## src/rtl/bib_qspi_yanitlayici.sv

```systemverilog
// Bus-to-QPI flash bridge: a read fetches one word with quad read; a write sends WREN, then page program.
// SCK runs at clk/2; the core is stalled until the one-cycle TAMAM state.
module bib_qspi_yanitlayici #(
  parameter int unsigned DUMMY_CYC = 6,
  parameter logic [7:0]  READ_CMD  = 8'hEB,
  parameter logic [7:0]  WREN_CMD  = 8'h06,
  parameter logic [7:0]  PROG_CMD  = 8'h02
) (
  input  logic        clk_i,
  input  logic        rst_i,
  input  logic        bib_sec_i,
  input  logic        bib_yaz_gecerli_i,
  input  logic [31:0] bib_adr_i,
  input  logic [31:0] bib_veri_i,
  input  logic [3:0]  bib_veri_maske_i,
  output logic [31:0] bib_veri_o,
  output logic        bib_durdur_o,
  output logic        qspi_sck_o,
  output logic        qspi_cs_n_o,
  output logic [3:0]  qspi_io_o,
  output logic        qspi_oe_o,
  input  logic [3:0]  qspi_io_i
);

  typedef enum logic [2:0] {BOSTA, KOMUT, ADRES, BEKLE, VERI, ARA, BITIR, TAMAM} durum_t;

  localparam logic [3:0] BEKLE_SON = 4'(DUMMY_CYC - 1);

  durum_t      r_durum;
  logic        r_faz;
  logic [3:0]  r_sayac;
  logic        r_yaz;
  logic        r_wren_bitti;
  logic [23:0] r_adr;
  logic [31:0] r_veri;
  logic [1:0]  r_ilk;
  logic [1:0]  r_son;
  logic [31:0] r_rx;
  logic        r_sck;
  logic        r_cs_n;
  logic        r_oe;
  logic [3:0]  r_io;
  logic [31:0] r_veri_o;

  logic [1:0]  w_ilk;
  logic [1:0]  w_son;
  logic [1:0]  w_aralik;
  logic [7:0]  w_komut;
  logic [3:0]  w_son_per;
  logic        w_per_son;
  logic [3:0]  w_sonraki;
  logic [3:0]  w_nib_sonraki;
  logic [4:0]  w_rx_pos;
  logic        w_unused_adr;

  function automatic logic [3:0] f_op_nib(input logic [7:0] op, input logic [3:0] s);
    return s[0] ? op[3:0] : op[7:4];
  endfunction

  function automatic logic [3:0] f_adr_nib(input logic [23:0] a, input logic [3:0] s);
    logic [23:0] t;
    t = a << {s, 2'b00};
    return t[23:20];
  endfunction

  // Byte index walks up from the lowest enabled lane; high nibble goes out first.
  function automatic logic [3:0] f_veri_nib(input logic [31:0] d, input logic [1:0] ilk,
                                            input logic [3:0] s);
    logic [1:0]  b;
    logic [31:0] t;
    b = ilk + s[2:1];
    t = d >> {b, 3'b000};
    return s[0] ? t[3:0] : t[7:4];
  endfunction

  // Lowest and highest enabled lanes; everything in between is written too.
  always_comb begin
    w_ilk = 2'd0;
    w_son = 2'd0;
    for (int i = 3; i >= 0; i--) begin
      if (bib_veri_maske_i[i]) w_ilk = 2'(i);
    end
    for (int i = 0; i < 4; i++) begin
      if (bib_veri_maske_i[i]) w_son = 2'(i);
    end
  end

  assign w_aralik     = r_son - r_ilk;
  assign w_komut      = !r_yaz ? READ_CMD : (r_wren_bitti ? PROG_CMD : WREN_CMD);
  assign w_sonraki    = r_sayac + 4'd1;
  assign w_per_son    = (r_sayac == w_son_per);
  assign w_rx_pos     = {r_sayac[2:1], ~r_sayac[0], 2'b00};
  assign w_unused_adr = ^{bib_adr_i[31:24], bib_adr_i[1:0]};

  always_comb begin
    w_son_per = 4'd0;
    case (r_durum)
      KOMUT:   w_son_per = 4'd1;
      ADRES:   w_son_per = 4'd5;
      BEKLE:   w_son_per = BEKLE_SON;
      VERI:    w_son_per = r_yaz ? {1'b0, w_aralik, 1'b1} : 4'd7;
      default: w_son_per = 4'd0;
    endcase
  end

  always_comb begin
    w_nib_sonraki = 4'h0;
    case (r_durum)
      KOMUT:   w_nib_sonraki = f_op_nib(w_komut, w_sonraki);
      ADRES:   w_nib_sonraki = f_adr_nib(r_adr, w_sonraki);
      VERI:    w_nib_sonraki = r_yaz ? f_veri_nib(r_veri, r_ilk, w_sonraki) : 4'h0;
      default: w_nib_sonraki = 4'h0;
    endcase
  end

  always_ff @(posedge clk_i or negedge rst_i) begin
    if (!rst_i) begin
      r_durum      <= BOSTA;
      r_faz        <= 1'b0;
      r_sayac      <= 4'd0;
      r_yaz        <= 1'b0;
      r_wren_bitti <= 1'b0;
      r_adr        <= 24'd0;
      r_veri       <= 32'd0;
      r_ilk        <= 2'd0;
      r_son        <= 2'd0;
      r_rx         <= 32'd0;
      r_sck        <= 1'b0;
      r_cs_n       <= 1'b1;
      r_oe         <= 1'b0;
      r_io         <= 4'h0;
      r_veri_o     <= 32'd0;
    end else begin
      case (r_durum)
        BOSTA: begin
          if (bib_sec_i) begin
            r_yaz        <= bib_yaz_gecerli_i;
            r_veri       <= bib_veri_i;
            r_ilk        <= w_ilk;
            r_son        <= w_son;
            r_adr        <= {bib_adr_i[23:2], bib_yaz_gecerli_i ? w_ilk : 2'b00};
            r_wren_bitti <= 1'b0;
            r_faz        <= 1'b0;
            r_sayac      <= 4'd0;
            if (bib_yaz_gecerli_i && bib_veri_maske_i == 4'b0000) begin
              r_durum <= TAMAM;
            end else begin
              r_durum <= KOMUT;
              r_cs_n  <= 1'b0;
              r_oe    <= 1'b1;
              r_io    <= bib_yaz_gecerli_i ? WREN_CMD[7:4] : READ_CMD[7:4];
            end
          end
        end
        KOMUT, ADRES, BEKLE, VERI: begin
          if (!r_faz) begin
            r_faz <= 1'b1;
            r_sck <= 1'b1;
          end else begin
            r_faz <= 1'b0;
            r_sck <= 1'b0;
            if (r_durum == VERI && !r_yaz) r_rx[w_rx_pos +: 4] <= qspi_io_i;
            if (w_per_son) begin
              r_sayac <= 4'd0;
              case (r_durum)
                KOMUT: begin
                  if (r_yaz && !r_wren_bitti) begin
                    r_durum      <= ARA;
                    r_cs_n       <= 1'b1;
                    r_oe         <= 1'b0;
                    r_io         <= 4'h0;
                    r_wren_bitti <= 1'b1;
                  end else begin
                    r_durum <= ADRES;
                    r_io    <= r_adr[23:20];
                  end
                end
                ADRES: begin
                  if (r_yaz) begin
                    r_durum <= VERI;
                    r_io    <= f_veri_nib(r_veri, r_ilk, 4'd0);
                  end else begin
                    r_durum <= BEKLE;
                    r_oe    <= 1'b0;
                    r_io    <= 4'h0;
                  end
                end
                BEKLE: r_durum <= VERI;
                default: begin
                  r_durum <= BITIR;
                  r_cs_n  <= 1'b1;
                  r_oe    <= 1'b0;
                  r_io    <= 4'h0;
                end
              endcase
            end else begin
              r_sayac <= w_sonraki;
              r_io    <= w_nib_sonraki;
            end
          end
        end
        ARA: begin
          r_durum <= KOMUT;
          r_cs_n  <= 1'b0;
          r_oe    <= 1'b1;
          r_io    <= PROG_CMD[7:4];
          r_faz   <= 1'b0;
          r_sayac <= 4'd0;
        end
        BITIR: begin
          r_durum <= TAMAM;
          if (!r_yaz) r_veri_o <= r_rx;
        end
        TAMAM:   r_durum <= BOSTA;
        default: r_durum <= BOSTA;
      endcase
    end
  end

  // Idle stall follows the select directly so a new request is held off without a bubble.
  assign bib_durdur_o = rst_i & ((r_durum == BOSTA) ? bib_sec_i : (r_durum != TAMAM));
  assign bib_veri_o   = r_veri_o;
  assign qspi_sck_o   = r_sck;
  assign qspi_cs_n_o  = r_cs_n;
  assign qspi_oe_o    = r_oe;
  assign qspi_io_o    = r_io;

endmodule

```

## config.mk

```make
export PLATFORM = sky130hd
export DESIGN_NAME = bib_qspi_yanitlayici
export DESIGN_NICKNAME = d
export VERILOG_FILES = /design/src/rtl/bib_qspi_yanitlayici.sv
export SDC_FILE = /design/constraint.sdc
export NUM_CORES = 1
export LEC_CHECK = 0
export CORE_MARGIN = 4
export CORE_UTILIZATION = 48
export DETAILED_ROUTE_END_ITERATION = 10
export HOLD_SLACK_MARGIN = 0.1
export PLACE_DENSITY = 0.77
export SETUP_SLACK_MARGIN = 0.15
export SYNTH_ARGS = -nofsm -noshare
export SYNTH_HDL_FRONTEND = slang
export SYNTH_SLANG_ARGS = --single-unit
```

## constraint.sdc

```tcl
create_clock -name clk_i -period 3.3 [get_ports clk_i]
set_input_delay 0.33 -clock clk_i [delete_from_list [all_inputs] [get_ports clk_i]]
set_output_delay 0.33 -clock clk_i [all_outputs]
set_load 0.02 [all_outputs]
```

==> impl_metrics.ini <==
[clock_network]
clockBufferDepth = 2
cts_tree = built
clk_pin_slew_worst_paths_ps = 60
post-cts-setup-buffers = 0
cts-root-buf = clkbuf_16
cts_buffers = 17
insertion_delay_ps = 420
cts_num_sinks = 141
htreeDepth = 4

[routing]
met3_length_um = 866
ant_nets = 0
drt-met1-wl_um = 6620
vias_per_cell = 5.57
vias = 5084
wirelength_um = 15800
post_drt_wl_per_cell_um = 17.3
drcViolationCount = 0
route.met2.wl_um = 7950
dr.max_layer_used = met4
drt_iter0_drc = 332
drt_first_pass_iters = 5

[timing]
slew_violations = 0
slew_headroom = 0.367
worst_slew_pin_slew_ps = 950
min_period_ps = 2930
timing.setup.tns_ps = 0
max_freq_ghz = 0.341
setup_viol = 0
hold_violations = 0
fin_crit_sh = 0.887
whs_ps = 360
worst_clock_skew_ps = 5.67
rsz0062_at_grt = no

[setup_path]
crit_fanout = 7
r2r-start = r_sayac[0]$_DFFE_PN0P_
r2r_cells = 9
crit_type = reg2reg
crit_arrival_ps = 3230
worstSetupStartpointType = flop
r2r_slack_ps = 370
cp.required_ps = 3600
r2r_end = qspi_io_o[2]$_DFFE_PN0P_
cp-end-kind = flop

[logic_synthesis]
syn-num-nets = 700
yosys.area_share.adder = 0.00934
synth_top_family_by_area = simple AND/OR/NAND/NOR gates
synth.avg_cell_area_um2 = 10.8
netlist_area_mm2 = 0.00670
synth_mux_area_frac = 0.172
synth-simple-area-share = 0.184
synth.cells.most_frequent = nand2_1, dfrtp_1, mux2_2
synth_seq_area_share = 0.527
syn_inst = 619
async_reset_ff_frac = 1.00
synth_ff_type = dfrtp_1
synth_top_area_cell = dfrtp_1
synth_edf_count = 0
yosys-top-cells-area = dfrtp_1, nand2_1, mux2_2
synth_compound_area_frac = 0.0725
yosys_register_bits = 141
yosysTopAreaCellShare = 0.523
synthXorXnorAreaFrac = 0.00972
synth_cell_type_count = 61
yosysMostFrequentCell = nand2_1
yosys_warnings = 0

[finish]
fin_area_mm2 = 0.00852
fillCellCount = 1084
area_delta_synth_final_pct = 27.2
diodes = 0
final_util = 0.633
final_layout_size_suffix_gt1_frac = 0.177
num-nets-final = 805

[floorplanning]
die_h_um = 126
die_area_mm2 = 0.0159
chipWidth_um = 126
initial_core_util = 0.498
ios = 116
coreArea_mm2 = 0.0135
row_count = 42

[global_routing]
grt_pass1_vias = 5240
grt_pass1_wl_um = 26700
grt_max_degree = 66
grt-ovfl-total = 0
track_usage = 0.209
antenna_found_initial = 0

[placement]
post-dp-hpwl_um = 11500
placed_area_mm2 = 0.00793
io_buffer_count = 105
place_congestion = 0.907

[power]
p_leak_nw = 3.86
vdd_ir_drop_max_v = 0.000440
power_density_mw_per_mm2 = 1010

[outcome]
status = finished, final reports clean

[run]
cap_violations = 0

[min_path]
hold_class = in2async
layout make-up:
class,instances,area [µm²],area share
Inverter,12,45.0,0.00529
Timing Repair Buffer,117,1140,0.134
Clock inverter,8,108,0.0126
Sequential cell,141,3530,0.414
Clock buffer,23,468,0.0549
Multi-Input combinational cell,435,3000,0.353
Tap cell,176,220,0.0258
kinds of logic (layout without fill, tap and decap cells):
logic type / Yosys count / in the layout
mux: 87 / 87
compound gates: 65 / 65
simple gates: 273 / 273
buf+inv: 43 / 160
flops: 141 / 141
xor+xnor: 5 / 5
fa+ha+maj: 5 / 5
cell usage in the layout, fill, tap and decap left out, drive strengths merged, types with 6 or more instances in the layout:
| master | n |
|---|---|
| o21ai | 16 |
| buf | 12 |
| a21oi | 8 |
| nand3 | 15 |
| mux2 | 64 |
| nor3 | 9 |
| nor2b | 6 |
| mux4 | 16 |
| clkdlybuf4s50 | 104 |
| and3 | 6 |
| dfrtp | 140 |
| clkbuf | 23 |
| inv | 14 |
| nand2 | 188 |
| nand4 | 8 |
| nor2 | 17 |
| mux2i | 7 |
worst max-delay path: stages (launching register included):
cell,delay (ps)
dfrtp_1,480
ha_1,360
inv_1,70
ha_1,180
xor2_1,150
xnor2_1,550
mux4_2,410
mux2_2,270
a211oi_1,240
o2bb2ai_1,100
registers in the layout, indices dropped and copies added (netlist names), 2 cells and up:
| signal | count |
|---|---|
| r_rx | 32 |
| qspi_io_o | 4 |
| r_ilk | 2 |
| r_sayac | 4 |
| r_son | 2 |
| r_veri | 32 |
| bib_veri_o | 32 |
| r_adr | 24 |
| r_durum | 3 |
worst max-delay path by stage:
stage	depth (start not counted)	from	slack, ps	to
2_1_floorplan	11	r_sayac[1]$_DFFE_PN0P_	240	qspi_io_o[2]$_DFFE_PN0P_
3_3_place_gp	9	r_sayac[0]$_DFFE_PN0P_	430	qspi_io_o[2]$_DFFE_PN0P_
3_5_place_dp	9	r_sayac[0]$_DFFE_PN0P_	390	qspi_io_o[2]$_DFFE_PN0P_
4_1_cts	9	r_sayac[0]$_DFFE_PN0P_	370	qspi_io_o[2]$_DFFE_PN0P_
5_1_grt	10	r_sayac[1]$_DFFE_PN0P_	170	qspi_io_o[2]$_DFFE_PN0P_
6_report	9	r_sayac[0]$_DFFE_PN0P_	370	qspi_io_o[2]$_DFFE_PN0P_
per-layer routing:
metal,up-vias,global-route usage
li1,2365,-
met1,2514,0.266
met2,173,0.338
met3,32,0.0694
met4,0,0.0681
met5,-,0
per-stage QoR:
stage / std cells / setup slack [ps] / total power [W]
floorplan: 619 / 236 / 0.00548
global placement: 880 / 425 / 0.00660
detailed placement: 880 / 394 / 0.00675
CTS: 912 / 366 / 0.00865
global route: 912 / 166 / 0.00916
finish: 912 / 371 / 0.00860
timing repair:
| action | in CTS | in global routing |
|---|---|---|
| endpoints found under the hold margin | 30 | 0 |
| resized for setup | 0 | 0 |
| hold buffers | 1 | 0 |
| setup endpoints to repair | 0 | 0 |
report_power, final:
group          total (W)  internal [W]  switching [W]
combinational    0.00372       0.00180        0.00192
sequential       0.00301       0.00246       0.000553
clock            0.00187       0.00116       0.000713
Note: power is estimated with default switching activity, not from simulation.
